File: config.mk
export PLATFORM = sky130hd
export DESIGN_NAME = receiver
export DESIGN_NICKNAME = d
export VERILOG_FILES = /design/src/rtl/receiver.sv
export SDC_FILE = /design/constraint.sdc
export NUM_CORES = 1
export LEC_CHECK = 0
export CAP_MARGIN = 10
export CORE_MARGIN = 2
export CORE_UTILIZATION = 50
export DETAILED_ROUTE_END_ITERATION = 10
export HOLD_SLACK_MARGIN = 0.1
export MAX_ROUTING_LAYER = met4
export PLACE_DENSITY = 0.71
export SYNTH_ARGS = -nofsm -noshare
export SYNTH_HDL_FRONTEND = slang
export SYNTH_SLANG_ARGS = --single-unit
export TNS_END_PERCENT = 20
File: constraint.sdc
create_clock -name CLK -period 2.43 [get_ports CLK]
set_clock_uncertainty 0.1 [all_clocks]
set_input_delay 0.3645 -clock CLK [delete_from_list [all_inputs] [get_ports CLK]]
set_output_delay 0.3645 -clock CLK [all_outputs]
set_load 0.01 [all_outputs]
File: src/rtl/receiver.sv
// UART 8N1 receiver: synchronised line, mid-bit sampling,
// start-glitch rejection and framing-error pulse.
module receiver #(
  parameter int CLKS_PER_BIT = 217
) (
  input  logic       CLK,
  input  logic       RST_N,
  input  logic       Rx_in,
  output logic       Rx_DV_out,
  output logic [7:0] Rx_Byte_out,
  output logic       Rx_Active_out,
  output logic       Rx_Err_out
);

  localparam logic [7:0] H    = 8'((CLKS_PER_BIT - 1) / 2);
  localparam logic [7:0] LAST = 8'(CLKS_PER_BIT - 1);

  typedef enum logic [2:0] {
    IDLE,
    START,
    DATA,
    STOP,
    CLEANUP
  } state_e;

  logic       s1_q, s2_q, s3_q;
  state_e     state_q, state_d;
  logic [7:0] cnt_q, cnt_d;
  logic [2:0] idx_q, idx_d;
  logic [7:0] data_q, data_d;
  logic [7:0] byte_q, byte_d;
  logic       dv_q, dv_d;
  logic       err_q, err_d;
  logic       act_q, act_d;

  logic rx_sync;
  logic start_edge;

  assign rx_sync    = s2_q;
  assign start_edge = s3_q & ~s2_q;

  // Two-stage synchroniser plus a delayed copy for falling-edge detect
  always_ff @(posedge CLK or negedge RST_N) begin
    if (!RST_N) begin
      s1_q <= 1'b1;
      s2_q <= 1'b1;
      s3_q <= 1'b1;
    end else begin
      s1_q <= Rx_in;
      s2_q <= s1_q;
      s3_q <= s2_q;
    end
  end

  // FSM and datapath registers
  always_ff @(posedge CLK or negedge RST_N) begin
    if (!RST_N) begin
      state_q <= IDLE;
      cnt_q   <= 8'd0;
      idx_q   <= 3'd0;
      data_q  <= 8'd0;
      byte_q  <= 8'd0;
      dv_q    <= 1'b0;
      err_q   <= 1'b0;
      act_q   <= 1'b0;
    end else begin
      state_q <= state_d;
      cnt_q   <= cnt_d;
      idx_q   <= idx_d;
      data_q  <= data_d;
      byte_q  <= byte_d;
      dv_q    <= dv_d;
      err_q   <= err_d;
      act_q   <= act_d;
    end
  end

  // Next-state: half-bit start check, then one sample per bit period
  always_comb begin
    state_d = state_q;
    cnt_d   = cnt_q;
    idx_d   = idx_q;
    data_d  = data_q;
    byte_d  = byte_q;
    dv_d    = dv_q;
    err_d   = err_q;
    act_d   = act_q;
    case (state_q)
      IDLE: begin
        cnt_d = 8'd0;
        idx_d = 3'd0;
        if (start_edge) begin
          state_d = START;
          act_d   = 1'b1;
        end
      end
      START: begin
        if (cnt_q == H) begin
          cnt_d = 8'd0;
          if (!rx_sync) begin
            state_d = DATA;
          end else begin
            state_d = IDLE;
            act_d   = 1'b0;
          end
        end else begin
          cnt_d = cnt_q + 8'd1;
        end
      end
      DATA: begin
        if (cnt_q == LAST) begin
          cnt_d         = 8'd0;
          data_d[idx_q] = rx_sync;
          if (idx_q < 3'd7) begin
            idx_d = idx_q + 3'd1;
          end else begin
            idx_d   = 3'd0;
            state_d = STOP;
          end
        end else begin
          cnt_d = cnt_q + 8'd1;
        end
      end
      STOP: begin
        if (cnt_q == LAST) begin
          cnt_d   = 8'd0;
          state_d = CLEANUP;
          if (rx_sync) begin
            byte_d = data_q;
            dv_d   = 1'b1;
          end else begin
            err_d  = 1'b1;
          end
        end else begin
          cnt_d = cnt_q + 8'd1;
        end
      end
      CLEANUP: begin
        dv_d    = 1'b0;
        err_d   = 1'b0;
        act_d   = 1'b0;
        state_d = IDLE;
      end
      default: begin
        state_d = IDLE;
      end
    endcase
  end

  assign Rx_DV_out     = dv_q;
  assign Rx_Byte_out   = byte_q;
  assign Rx_Active_out = act_q;
  assign Rx_Err_out    = err_q;

endmodule

==> reports/summary.txt, run 1 <==
Peak Freq - 474 MHz
Main area contributors after synthesis - dfrtp_1 46%, mux2_2 11%, dfstp_2 4.4%
Req. time, crit path - 2560 ps
Hold Fails Final Rpt - 0
Most frequent cells in the layout - 33 x dfrtp_1, 17 x mux2_2, 14 x nand2_1
Initial antenna violation count - 0
Number of synthesized flops with an enable pin - 0
Drt pass-1 iters - 4
CTS clk-pin slew, worst paths - 100 ps
Crit Path Class - flip-flop to flip-flop
Worst-margin pin slew - 473 ps
Slew headroom - 68.4%
Synth Warn # - 0
Commonest non-fill, non-tap cell in the layout - dfrtp_1
CP Capture Type - flip-flop
Synth top area share - 45.6%
Cell variety after synth - 44
Layout area overhead - 12.6%
Post-cts gate resize count - 0
Initial core utilization - 53.0%
Post-Syn Area - 0.00181 sq mm
Post-synth ARST share - 100%
Routed WL per cell - 14.5 microns
Finished Layout Cells - 231
Drc violations - 0
CP bufs+invs - 1
CTS sink cnt - 36
Die area - 0.00412 sq mm
Largest stage delay, worst path - 450 ps
Largest net degree at the start of global routing - 37
Average size of a mapped cell - 10.7 sq um
Via/cell ratio - 5.74
Number of cell rows - 21
Final period util - 86.8%
DIE WIDTH - 64.2 microns
CTS buffer count - 5
Hold Crit Class - flip-flop to flip-flop
RSZ-0062 raised after global routing - false
Total number of vias - 1325
Port bufs - 13
Grt total ovfl - 0
Synthesis-stage register bit count - 36
Commonest register cell after synthesis - dfrtp_1
Final WS setup - 321 ps
Lkg Pwr - 0.889 nW
Worst-path cell chain - inv_1 > ha_1 > and3b_2 > nand2_4 > nor3_4 > mux2_2
CTS Root Cell - clkbuf_4
Delay-heaviest family, CP - simple AND/OR/NAND/NOR gates
Final instance area - 0.00204 sq mm
First-pass GRT wire length - 5870 microns
Critical Path AT - 2240 ps
Total Wirelength - 3350 microns
# Max-Cap Violations - 0
Placer Congestion - 0.897
Final Max Tran Viols - 0
H-tree Lvls - 2
Mapped Cells - 170
Post-CTS setup buffer count - 0
N_diodes - 0
Share of cells above drive strength 1 - 20.0%
Post-detail-place hpwl - 2330 microns
Area after DPL - 0.00198 sq mm
Gr usage total - 19.2%
Register area share after synthesis - 49.9%
Worst path slowest cell - nor3_4
Final setup violation count - 0
Final ANT Viol Nets - 0
Top Ports - 14
Filler cells - 300
Mapped Nets - 176
Die Y - 64.2 microns
Hold_buf cts - 0
Initial DRC Count - 61
Area leader, netlist - dfrtp_1
Peak supply drop - 469 uV
Placed Instances - 223
Clock Path Buffers - 2
Fin crit period - 2110 ps
Core ar. - 0.00342 sq mm
Final Util - 59.7%
Critical path launch point type - flip-flop
Net count, final - 190
Power density over the cells - 621 mW/mm^2
Setup TNS - 0 ps
Post-Place Worst Slack - 311 ps
Worst-Skew Late Latency - 340 ps
CTS tree - built
CP max FO - 9
Status - complete, no violations
Vias in the first global route - 1295
-- layer usage --
layer	up-vias	GRT usage, %	wire [microns]
met3	6	4.93	96
met1	654	25.6	1680
met5	-	-	0
li1	648	-	-
met4	0	7.18	51
met2	17	28.3	1530
-- cell usage after synthesis, drive strengths merged (2+ instances only) --
library cell,count
dfrtp,33
mux2,17
nand2,15
nor2,11
nor2b,8
o21ai,8
a21oi,7
clkbuf,6
nand4,6
nor3,6
a22o,5
inv,4
nor4,4
buf,3
dfstp,3
ha,3
nand3,3
o211ai,3
a2bb2oi,2
o22a,2
o31a,2
o31ai,2
or2,2
-- final cells by class --
cell class / count / area, sq um / area share, %
sequential: 36 / 905 / 44.3
multi-input combinational: 121 / 848 / 41.6
timing repair buffer: 16 / 153 / 7.48
tap: 46 / 57.6 / 2.82
clock buffer: 7 / 55.1 / 2.70
inverter: 4 / 15.0 / 0.736
clock inverter: 1 / 7.51 / 0.368
-- state kept, by name, summed over array words and instances (netlist names) --
signal / count
data_q: 8
cnt_q: 8
s1_q: 1
s3_q: 1
rx_sync: 1
Rx_Err_out: 1
idx_q: 3
Rx_Active_out: 1
Rx_Byte_out: 8
state_q: 3
Rx_DV_out: 1
-- path summary, 6_finish.rpt --
kind / cells after the start / to / start / slack, ps
max: 6 / Rx_Byte_out[7] / cnt_q[0] / 320
min: 0 / rx_sync / s1_q / 260
max reg2reg: 6 / Rx_Byte_out[7] / cnt_q[0] / 320
min reg2reg: 0 / rx_sync / s1_q / 260
max in group asynchronous: 2 / s3_q / RST_N / 1550
min in group asynchronous: 2 / cnt_q[3] / RST_N / 340
-- worst register-to-register path: stages (launching register included) --
cell     delay, ps
dfrtp_1        420
inv_1           90
ha_1           180
and3b_2        270
nand2_4        100
nor3_4         450
mux2_2         400
-- where the power goes --
group | switching, mW | total [mW] | internal [mW]
clock | 0.191 | 0.332 | 0.142
sequential | 0.0766 | 0.725 | 0.649
combinational | 0.108 | 0.209 | 0.101
total | 0.375 | 1.27 | 0.891
-- logic make-up after synthesis --
| group | synth area share (%) |
|---|---|
| and+or+nand+nor | 19.5 |
| DFF | 49.9 |
| muxes | 11.1 |
| buffers and inverters | 3.24 |
| adders and majority gates | 2.07 |
| AOI/OAI and AO/OA | 14.1 |
-- through the flow --
step                power (mW)  hold slack, ps
floorplan                0.885           -31.1
finish                    1.27             263
CTS                       1.28             265
global route              1.35             273
detailed placement       0.946             247
global placement         0.935             250
No activity file was read; power rests on OpenSTA's default activity.
==> inputs of run 2 (changes only) <==
Settings changed: HOLD_SLACK_MARGIN 0.1 to 0.03.
==> results of run 2 <==
Same layout as run 1: the final DEF is identical, and so are final timing and power.
==> inputs of run 3 (changes only) <==
Clock period 2.43 ns to 2.6 ns, I/O delays scaled along.
==> run 3 against run 2 <==
Effect of this change: register-to-register slack better by 150 ps; sequential cell count unchanged; critical path depth is the same; sequential power shrank 6.5%; routed wire length is 0.51% higher; power down 8.1%; die area is the same; global-route usage fell by 0.31 points; worst hold slack improved by 2.8 ps; sequential share of layout area up 0.36 points.
==> reports/summary.txt, run 3 (same netlist as run 1, synthesis figures left out) <==
Status - complete, no violations (unchanged)
Hold Crit Class - flip-flop to flip-flop (unchanged)
Post-Place Worst Slack - 467 ps (was 311 ps)
Fin crit period - 2130 ps (was 2110 ps)
Post-detail-place hpwl - 2390 microns (was 2330 microns)
RSZ-0062 raised after global routing - false (unchanged)
Gr usage total - 18.9% (was 19.2%)
Reg-to-Reg Start - cnt_q[0] (unchanged)
Switching Power - 353 uW (was 375 uW)
CTS sink cnt - 36 (unchanged)
Worst R2R End - Rx_Byte_out[5] (was Rx_Byte_out[7])
Total number of vias - 1351 (was 1325)
Critical Path AT - 2250 ps (was 2240 ps)
CP endpoint - Rx_Byte_out[5] (was Rx_Byte_out[7])
Power density over the cells - 575 mW/mm^2 (was 621 mW/mm^2)
Post-cts gate resize count - 0 (unchanged)
Top Ports - 14 (unchanged)
Net count, final - 189 (was 190)
Int Pwr - 810 uW (was 891 uW)
Commonest non-fill, non-tap cell in the layout - dfrtp_1 (unchanged)
Req. time, crit path - 2730 ps (was 2560 ps)
Final Util - 59.3% (was 59.7%)
CTS clk-pin slew, worst paths - 110 ps (was 100 ps)
Slew headroom - 66.3% (was 68.4%)
Lkg Pwr - 0.881 nW (was 0.889 nW)
Initial antenna violation count - 0 (unchanged)
Hold Fails Final Rpt - 0 (unchanged)
Port bufs - 13 (unchanged)
H-tree Lvls - 2 (unchanged)
Die area - 0.00412 sq mm (unchanged)
Worst-margin pin slew - 500 ps (was 473 ps)
Crit path launch - cnt_q[0] (unchanged)
Layout area overhead - 11.7% (was 12.6%)
Peak Freq - 470 MHz (was 474 MHz)
Placer Congestion - 0.889 (was 0.897)
Post-CTS setup buffer count - 0 (unchanged)
DIE WIDTH - 64.2 microns (unchanged)
Routed WL per cell - 14.7 microns (was 14.5 microns)
Via/cell ratio - 5.87 (was 5.74)
Final WS setup - 473 ps (was 321 ps)
CP Capture Type - flip-flop (unchanged)
R2R depth - 6 (unchanged)
CTS tree - built (unchanged)
First-pass GRT wire length - 5920 microns (was 5870 microns)
Most frequent cells in the layout - 33 x dfrtp_1, 17 x mux2_2, 14 x nand2_1 (unchanged)
Grt total ovfl - 0 (unchanged)
Share of cells above drive strength 1 - 19.0% (was 20.0%)
Setup TNS - 0 ps (unchanged)
Filler cells - 297 (was 300)
Initial core utilization - 53.0% (unchanged)
Peak supply drop - 370 uV (was 469 uV)
Clock network power share - 24.7% (was 26.2%)
N_diodes - 0 (unchanged)
Drt pass-1 iters - 4 (unchanged)
Final ANT Viol Nets - 0 (unchanged)
Total Wirelength - 3370 microns (was 3350 microns)
Die Y - 64.2 microns (unchanged)
Final period util - 81.8% (was 86.8%)
Final Max Tran Viols - 0 (unchanged)
Core ar. - 0.00342 sq mm (unchanged)
Clock Path Buffers - 2 (unchanged)
CTS buffer count - 5 (unchanged)
# Max-Cap Violations - 0 (unchanged)
Crit Path Class - flip-flop to flip-flop (unchanged)
CTS Root Cell - clkbuf_4 (unchanged)
Hold_buf cts - 0 (unchanged)
Critical path launch point type - flip-flop (unchanged)
Vias in the first global route - 1312 (was 1295)
Initial DRC Count - 77 (was 61)
Switch share - 30.4% (was 29.6%)
Worst-Skew Late Latency - 340 ps (about the same)
Drc violations - 0 (unchanged)
CP max FO - 9 (unchanged)
Number of cell rows - 21 (unchanged)
Part of the power in registers - 58.3% (was 57.3%)
Combinational power share - 17.0% (was 16.5%)
Reg2Reg Setup Slack - 470 ps (was 320 ps)
Largest net degree at the start of global routing - 37 (unchanged)
Final setup violation count - 0 (unchanged)
-- run 3: power groups by stage --
stage / logic, mW / registers, mW / clock network [mW]
after floorplan: 0.167 / 0.659 / 0
after global placement: 0.188 / 0.686 / 0
after detailed placement: 0.200 / 0.688 / 0
after CTS: 0.200 / 0.677 / 0.296
after global routing: 0.223 / 0.691 / 0.327
final: 0.198 / 0.678 / 0.287
-- run 3: metal layers --
metal  up-vias  share of wire, %  GRT usage, %
met5         -                 0             -
met1       664                48          23.9
li1        651                 -             -
met2        31                47          29.0
met4         0               1.1          6.12
met3         5               4.3          5.81
-- run 3: layout make-up --
type / instances / area [sq um] / share of cell area [%]
clock inverters: 1 / 8.76 / 0.433
repair buffers: 15 / 145 / 7.17
clock buffers: 7 / 45.0 / 2.22
well taps: 46 / 57.6 / 2.84
multi-input cells: 121 / 848 / 41.9
flip-flops and latches: 36 / 905 / 44.7
inverters: 4 / 15.0 / 0.742
-- run 3: worst min-delay path by stage --
stage          startpoint  cells past startpoint            end
2_1_floorplan       RST_N                      0  Rx_Active_out
3_3_place_gp         s1_q                      0        rx_sync
3_5_place_dp         s1_q                      0        rx_sync
4_1_cts              s1_q                      0        rx_sync
5_1_grt              s1_q                      0        rx_sync
6_report             s1_q                      0        rx_sync
-- run 3: critical path: stages (launching register included) --
cell	delay, ps
dfrtp_1	420
inv_1	100
ha_1	200
and3b_2	280
nand2_4	90
nor3_4	440
mux2_2	390
-- run 3: metrics by stage --
stage	power (mW)	hold slack, ps	instance area, sq um	std cells
3_5_place_dp	0.888	253	1970	222
2_1_floorplan	0.827	-5.59	1810	170
5_1_grt	1.24	270	2020	230
3_3_place_gp	0.874	250	1970	222
4_1_cts	1.17	269	2020	230
6_report	1.16	266	2020	230
